**src/rtl/chip8_mem_seq_if.sv**
```systemverilog
`default_nettype none
// ============================================================================
// Module      : chip8_mem_seq_if
// Description : Command, register-file and memory bus for chip8_mem_seq.
// Revision    : 1.0 - initial release
// ============================================================================
interface chip8_mem_seq_if;
    logic        start;
    logic [1:0]  cmd;
    logic [3:0]  x;
    logic [11:0] i_addr;
    logic [7:0]  vx_val;
    logic        busy;
    logic        done;
    logic        i_upd;
    logic [11:0] i_next;
    logic [3:0]  reg_raddr;
    logic [7:0]  reg_rdata;
    logic        reg_we;
    logic [3:0]  reg_waddr;
    logic [7:0]  reg_wdata;
    logic        mem_we;
    logic        mem_re;
    logic [11:0] mem_addr;
    logic [7:0]  mem_wdata;
    logic [7:0]  mem_rdata;

    modport master (
        output start, cmd, x, i_addr, vx_val, reg_rdata, mem_rdata,
        input  busy, done, i_upd, i_next, reg_raddr, reg_we, reg_waddr,
               reg_wdata, mem_we, mem_re, mem_addr, mem_wdata
    );

    modport slave (
        input  start, cmd, x, i_addr, vx_val, reg_rdata, mem_rdata,
        output busy, done, i_upd, i_next, reg_raddr, reg_we, reg_waddr,
               reg_wdata, mem_we, mem_re, mem_addr, mem_wdata
    );
endinterface
`default_nettype wire

```
**src/rtl/chip8_mem_seq.sv**
```systemverilog
`default_nettype none
// ============================================================================
// Module      : chip8_mem_seq
// Description : Sequencer for CHIP-8 Fx55 / Fx65 / Fx33 memory transfers.
// Revision    : 1.0 - initial release
// ============================================================================
module chip8_mem_seq #(
    parameter int INC_I = 1
) (
    input  wire logic       clk,
    input  wire logic       reset,
    chip8_mem_seq_if.slave  bus
);

    typedef enum logic [2:0] {
        S_IDLE  = 3'd0,
        S_STORE = 3'd1,
        S_LOAD  = 3'd2,
        S_DRAIN = 3'd3,
        S_BCD   = 3'd4,
        S_DONE  = 3'd5
    } state_t;

    localparam logic [1:0] c_CMD_STORE = 2'b00;
    localparam logic [1:0] c_CMD_LOAD  = 2'b01;
    localparam logic [1:0] c_CMD_BCD   = 2'b10;

    state_t      r_state;
    state_t      w_state_next;
    logic [3:0]  r_k;
    logic [3:0]  w_k_next;
    logic [1:0]  r_cmd;
    logic [3:0]  r_x;
    logic [11:0] r_i;
    logic [7:0]  r_vx;
    logic        r_wb_valid;
    logic        w_wb_valid_next;
    logic [3:0]  r_wb_idx;

    logic [11:0] w_addr;
    logic [7:0]  w_bcd_hund;
    logic [7:0]  w_bcd_tens;
    logic [7:0]  w_bcd_ones;

    assign w_addr     = r_i + {8'd0, r_k};
    assign w_bcd_hund = r_vx / 8'd100;
    assign w_bcd_tens = (r_vx / 8'd10) % 8'd10;
    assign w_bcd_ones = r_vx % 8'd10;

    always_ff @(posedge clk or posedge reset) begin
        if (reset) begin
            r_state <= S_IDLE;
            r_k     <= 4'd0;
        end else begin
            r_state <= w_state_next;
            r_k     <= w_k_next;
        end
    end

    // Operands are captured only on acceptance so input changes mid-transfer are invisible.
    always_ff @(posedge clk or posedge reset) begin
        if (reset) begin
            r_cmd      <= 2'd0;
            r_x        <= 4'd0;
            r_i        <= 12'd0;
            r_vx       <= 8'd0;
            r_wb_valid <= 1'b0;
            r_wb_idx   <= 4'd0;
        end else begin
            if (r_state == S_IDLE && bus.start) begin
                r_cmd <= bus.cmd;
                r_x   <= bus.x;
                r_i   <= bus.i_addr;
                r_vx  <= bus.vx_val;
            end
            r_wb_valid <= w_wb_valid_next;
            if (r_state == S_LOAD) begin
                r_wb_idx <= r_k;
            end
        end
    end

    always_comb begin
        w_state_next    = r_state;
        w_k_next        = r_k;
        w_wb_valid_next = 1'b0;
        bus.busy        = 1'b0;
        bus.done        = 1'b0;
        bus.i_upd       = 1'b0;
        bus.i_next      = 12'd0;
        bus.reg_raddr   = 4'd0;
        bus.reg_we      = 1'b0;
        bus.reg_waddr   = 4'd0;
        bus.reg_wdata   = 8'd0;
        bus.mem_we      = 1'b0;
        bus.mem_re      = 1'b0;
        bus.mem_addr    = 12'd0;
        bus.mem_wdata   = 8'd0;

        // Load write-back trails its read by one cycle, overlapping the next read.
        if (r_wb_valid) begin
            bus.reg_we    = 1'b1;
            bus.reg_waddr = r_wb_idx;
            bus.reg_wdata = bus.mem_rdata;
        end

        case (r_state)
            S_IDLE: begin
                if (bus.start) begin
                    w_k_next = 4'd0;
                    case (bus.cmd)
                        c_CMD_STORE: w_state_next = S_STORE;
                        c_CMD_LOAD:  w_state_next = S_LOAD;
                        c_CMD_BCD:   w_state_next = S_BCD;
                        default:     w_state_next = S_DONE;
                    endcase
                end
            end
            S_STORE: begin
                bus.busy      = 1'b1;
                bus.reg_raddr = r_k;
                bus.mem_we    = 1'b1;
                bus.mem_addr  = w_addr;
                bus.mem_wdata = bus.reg_rdata;
                if (r_k == r_x) begin
                    w_state_next = S_DONE;
                end else begin
                    w_k_next = r_k + 4'd1;
                end
            end
            S_LOAD: begin
                bus.busy        = 1'b1;
                bus.mem_re      = 1'b1;
                bus.mem_addr    = w_addr;
                w_wb_valid_next = 1'b1;
                if (r_k == r_x) begin
                    w_state_next = S_DRAIN;
                end else begin
                    w_k_next = r_k + 4'd1;
                end
            end
            S_DRAIN: begin
                bus.busy     = 1'b1;
                w_state_next = S_DONE;
            end
            S_BCD: begin
                bus.busy     = 1'b1;
                bus.mem_we   = 1'b1;
                bus.mem_addr = w_addr;
                case (r_k)
                    4'd0:    bus.mem_wdata = w_bcd_hund;
                    4'd1:    bus.mem_wdata = w_bcd_tens;
                    default: bus.mem_wdata = w_bcd_ones;
                endcase
                if (r_k == 4'd2) begin
                    w_state_next = S_DONE;
                end else begin
                    w_k_next = r_k + 4'd1;
                end
            end
            S_DONE: begin
                bus.busy = 1'b1;
                bus.done = 1'b1;
                // Only store/load advance I; BCD and reserved share cmd[1]=1.
                if ((INC_I != 0) && !r_cmd[1]) begin
                    bus.i_upd  = 1'b1;
                    bus.i_next = r_i + {8'd0, r_x} + 12'd1;
                end
                w_k_next     = 4'd0;
                w_state_next = S_IDLE;
            end
            default: begin
                w_state_next = S_IDLE;
            end
        endcase
    end

endmodule
`default_nettype wire

```
**src/flat_wrapper.sv**
```systemverilog
// flat-port wrapper written by rule: the top's interface ports become plain ports
module chip8_mem_seq_flat 
#(
    parameter int INC_I = 1
)
  (clk, reset, bus_start, bus_cmd, bus_x, bus_i_addr, bus_vx_val, bus_reg_rdata, bus_mem_rdata, bus_busy, bus_done, bus_i_upd, bus_i_next, bus_reg_raddr, bus_reg_we, bus_reg_waddr, bus_reg_wdata, bus_mem_we, bus_mem_re, bus_mem_addr, bus_mem_wdata);
  chip8_mem_seq_if bus_i ();
  input  wire logic clk;
  input  wire logic reset;
  input wire logic [$bits(bus_i.start)-1:0] bus_start;
  input wire logic [$bits(bus_i.cmd)-1:0] bus_cmd;
  input wire logic [$bits(bus_i.x)-1:0] bus_x;
  input wire logic [$bits(bus_i.i_addr)-1:0] bus_i_addr;
  input wire logic [$bits(bus_i.vx_val)-1:0] bus_vx_val;
  input wire logic [$bits(bus_i.reg_rdata)-1:0] bus_reg_rdata;
  input wire logic [$bits(bus_i.mem_rdata)-1:0] bus_mem_rdata;
  output wire logic [$bits(bus_i.busy)-1:0] bus_busy;
  output wire logic [$bits(bus_i.done)-1:0] bus_done;
  output wire logic [$bits(bus_i.i_upd)-1:0] bus_i_upd;
  output wire logic [$bits(bus_i.i_next)-1:0] bus_i_next;
  output wire logic [$bits(bus_i.reg_raddr)-1:0] bus_reg_raddr;
  output wire logic [$bits(bus_i.reg_we)-1:0] bus_reg_we;
  output wire logic [$bits(bus_i.reg_waddr)-1:0] bus_reg_waddr;
  output wire logic [$bits(bus_i.reg_wdata)-1:0] bus_reg_wdata;
  output wire logic [$bits(bus_i.mem_we)-1:0] bus_mem_we;
  output wire logic [$bits(bus_i.mem_re)-1:0] bus_mem_re;
  output wire logic [$bits(bus_i.mem_addr)-1:0] bus_mem_addr;
  output wire logic [$bits(bus_i.mem_wdata)-1:0] bus_mem_wdata;
  assign bus_i.start = bus_start;
  assign bus_i.cmd = bus_cmd;
  assign bus_i.x = bus_x;
  assign bus_i.i_addr = bus_i_addr;
  assign bus_i.vx_val = bus_vx_val;
  assign bus_i.reg_rdata = bus_reg_rdata;
  assign bus_i.mem_rdata = bus_mem_rdata;
  assign bus_busy = bus_i.busy;
  assign bus_done = bus_i.done;
  assign bus_i_upd = bus_i.i_upd;
  assign bus_i_next = bus_i.i_next;
  assign bus_reg_raddr = bus_i.reg_raddr;
  assign bus_reg_we = bus_i.reg_we;
  assign bus_reg_waddr = bus_i.reg_waddr;
  assign bus_reg_wdata = bus_i.reg_wdata;
  assign bus_mem_we = bus_i.mem_we;
  assign bus_mem_re = bus_i.mem_re;
  assign bus_mem_addr = bus_i.mem_addr;
  assign bus_mem_wdata = bus_i.mem_wdata;
  chip8_mem_seq #(.INC_I(INC_I)) u_core (.clk(clk), .reset(reset), .bus(bus_i));
endmodule
```
**config.mk**
```make
export PLATFORM = sky130hd
export DESIGN_NAME = chip8_mem_seq_flat
export DESIGN_NICKNAME = d
export VERILOG_FILES = /design/src/rtl/chip8_mem_seq_if.sv /design/src/rtl/chip8_mem_seq.sv /design/src/flat_wrapper.sv
export SDC_FILE = /design/constraint.sdc
export NUM_CORES = 1
export LEC_CHECK = 0
export CORE_MARGIN = 3
export CORE_UTILIZATION = 25
export CTS_BUF_LIST = sky130_fd_sc_hd__clkbuf_8
export DETAILED_ROUTE_END_ITERATION = 12
export SETUP_SLACK_MARGIN = 0.1
export SKIP_CTS_REPAIR_TIMING = 1
export SYNTH_ARGS = -nofsm -noshare
export SYNTH_HDL_FRONTEND = slang
export SYNTH_SLANG_ARGS = --single-unit
```
**constraint.sdc**
```tcl
create_clock -name clk -period 8.21 [get_ports clk]
set_clock_uncertainty 0.2 [all_clocks]
set_input_delay 1.642 -clock clk [delete_from_list [all_inputs] [get_ports clk]]
set_output_delay 1.642 -clock clk [all_outputs]
set_load 0.1 [all_outputs]
```
==> impl_metrics.json <==
{
  "worstPathArrival_ns": 5.78,
  "cts_tree": "yes",
  "drive_above_1_share_pct": 11.4,
  "status": "finished, final reports clean",
  "via_count": 3765,
  "grt_pass1_wl_um": 19300,
  "start_kind": "flip-flop",
  "die_y_um": 131,
  "grt_usage_pct": 13.1,
  "routed_via_density": 4.88,
  "synth_top_area_share_pct": 23.7,
  "synth-edff-count": 0,
  "max_stage_delay_ns": 0.63,
  "tns_ns": 0,
  "synth_seq_cells": 37,
  "synthXorXnorAreaFrac_pct": 5.82,
  "antenna_found_initial": 0,
  "crit_top_cell": "ha_1",
  "hold_violations": 0,
  "async_flop_share_pct": 100,
  "synthCells": 484,
  "synthMuxAreaShare_pct": 6.59,
  "ctsHtreeMaxLevel": 2,
  "timing.hold.ws_ns": 0.305,
  "io_pins": 99,
  "yosysTopAreaCell": "dfrtp_1",
  "rsz0062_at_grt": "false",
  "cp_slowest_cell": "or3b_1",
  "wirelength_um": 11500,
  "synth-compound-area-share_pct": 22.1,
  "dp.final_hpwl_um": 8760,
  "worst_hold_path_type": "flip-flop to flip-flop",
  "die_area_mm2": 0.0172,
  "synth-main-ff-cell": "dfrtp_1",
  "cts_made_buffers": 5,
  "drt_iter0_drc": 205,
  "layout_commonest_cell": "clkdlybuf4s50_1",
  "synth.distinct_cells": 75,
  "synthesis.area_mm2": 0.00391,
  "layout_min_cycle_time_ns": 7.62,
  "max_slew.worst_pin.slew_ns": 1.15,
  "layout_common_cells": "91 x clkdlybuf4s50_1, 44 x nand2_1, 44 x nor2_1, 37 x dfrtp_1, 28 x o21ai_0",
  "cts_buffer_depth": 2,
  "worstSetupPathType": "flip-flop to output port",
  "io_buffers": 98,
  "drv_slew": 0,
  "path_buf_inv": 3,
  "synthSimpleGateAreaFrac_pct": 27.9,
  "worstPathMaxFanout": 19,
  "setup_viol": 0,
  "gp_congestion": 0.884,
  "grt_pass1_vias": 3798,
  "clk_latency_ns": 0.29,
  "cts_sinks": 37,
  "clk_pin_slew_ns": 0.08,
  "seq_area_frac_synth_pct": 23.7,
  "drt_drc_violations_left": 0,
  "antenna_cells": 0,
  "grt_start_max_net_pins": 38,
  "die_w_um": 131,
  "post_drt_wl_per_cell_um": 14.9,
  "end_kind": "output port",
  "root_buffer": "clkbuf_8",
  "max_cap_violations": 0,
  "core-area_mm2": 0.0153,
  "dr.pass1.iters": 5,
  "synth_nets": 549,
  "synth_warnings": 0,
  "synth.avg_cell_area_um2": 8.08,
  "synth_top_family_by_area": "simple AND/OR/NAND/NOR gates",
  "period_share_pct": 92.8,
  "detail-route-antenna-nets": 0,
  "floorplan.initialDensity_pct": 25.6,
  "floorplan.rows": 45,
  "syn_to_final_growth_pct": 29.9,
  "synthAdderAreaFrac_pct": 7.04,
  "grt_overflow": 0,
  "finalCoreUtilization_pct": 33.3,
  "crit_family": "simple AND/OR/NAND/NOR gates",
  "nNetsFinal": 625,
  "synth_area_leaders": "dfrtp_1 24%, mux2_2 6.3%, ha_1 5.8%",
  "fmax_mhz": 131,
  "crit_chain": "inv_1 > ha_1 > or3b_1 > and2_1 > ha_1 > nand2b_1 > a311oi_4 > xor2_1 > a211o_1 > and2_1 > inv_1 > ha_1 > a21boi_0 > a211oi_4 > or3_4 > nand3_4 > a21oi_1 > o31ai_2 > buf_4",
  "relSlewSlack_pct": 23.1,
  "cp.required_ns": 6.37
}
[synthesized netlist by cell type, types with 17 or more instances]
| library cell | count |
|---|---|
| ha_1 | 18 |
| mux2_2 | 22 |
| nand2_1 | 44 |
| and2_1 | 24 |
| clkbuf_1 | 19 |
| o21ai_0 | 30 |
| inv_1 | 23 |
| dfrtp_1 | 37 |
| nand3_1 | 17 |
| nor2_1 | 44 |
| a21oi_1 | 25 |
| xnor2_1 | 18 |
[cell families after synthesis]
group	count (synthesis)
AO/OA/AOI/OAI	121
XOR/XNOR	26
adder cells (fa/ha/maj)	21
buffers and inverters	56
flip-flops	37
multiplexers	23
AND/OR/NAND/NOR	200
[state kept, by name (all words and copies together), names as in the netlist]
name and cells:
u_core.r_k 4, u_core.r_i 12, u_core.r_cmd 1, u_core.r_vx 8, u_core.r_state 3, u_core.r_x 4, u_core.r_wb_valid 1, u_core.r_wb_idx 4
[final cells by class]
class                   instances  area (µm²)
inverters                      23        86.3
multi-input cells             391        2720
repair buffers                102         993
fillers                      1624       10200
clock buffers                   6        82.6
flip-flops and latches         37         926
well taps                     211         264
clock inverters                 2        13.8
[worst reg2reg max path: stages (launching register included)]
cell,delay (ns)
dfrtp_1,0.60
inv_1,0.19
nor3_1,0.74
a21oi_1,0.33
or2_2,0.41
o31ai_1,0.19
[per-layer routing]
layer | wire [µm] | GRT usage, % | up-vias
met2 | 5360 | 22.0 | 122
met3 | 727 | 3.18 | 6
met4 | 66 | 2.22 | 0
met1 | 5340 | 17.5 | 1773
met5 | 0 | 0 | -
li1 | - | - | 1864
[path summary, 6_finish.rpt]
check,start,endpoint,slack [ns],depth (start not counted)
setup / recovery,u_core.r_k[1]$_DFFE_PP0P_,bus_mem_wdata[2],0.59,19
hold / removal,u_core.r_cmd[1]$_DFFE_PP0P_,u_core.r_cmd[1]$_DFFE_PP0P_,0.31,1
setup reg to reg,u_core.r_state[1]$_DFFE_PP0P_,u_core.r_k[3]$_DFFE_PP0P_,5.46,5
hold reg to reg,u_core.r_cmd[1]$_DFFE_PP0P_,u_core.r_cmd[1]$_DFFE_PP0P_,0.31,1
max in group asynchronous,reset,u_core.r_wb_valid$_DFF_PP0_,5.87,3
min in group asynchronous,reset,u_core.r_i[9]$_DFFE_PP0P_,1.57,3
[per-stage QoR]
stage	cells	setup slack [ns]	instance area, µm²
2_1_floorplan	484	0.380	3910
5_1_grt	772	0.183	5080
3_5_place_dp	764	0.932	4990
6_report	772	0.589	5080
4_1_cts	772	0.586	5080
3_3_place_gp	764	1.20	4990
Power is not shown: default switching activity piles up to over one toggle a cycle in this logic, so the estimate is an artifact.
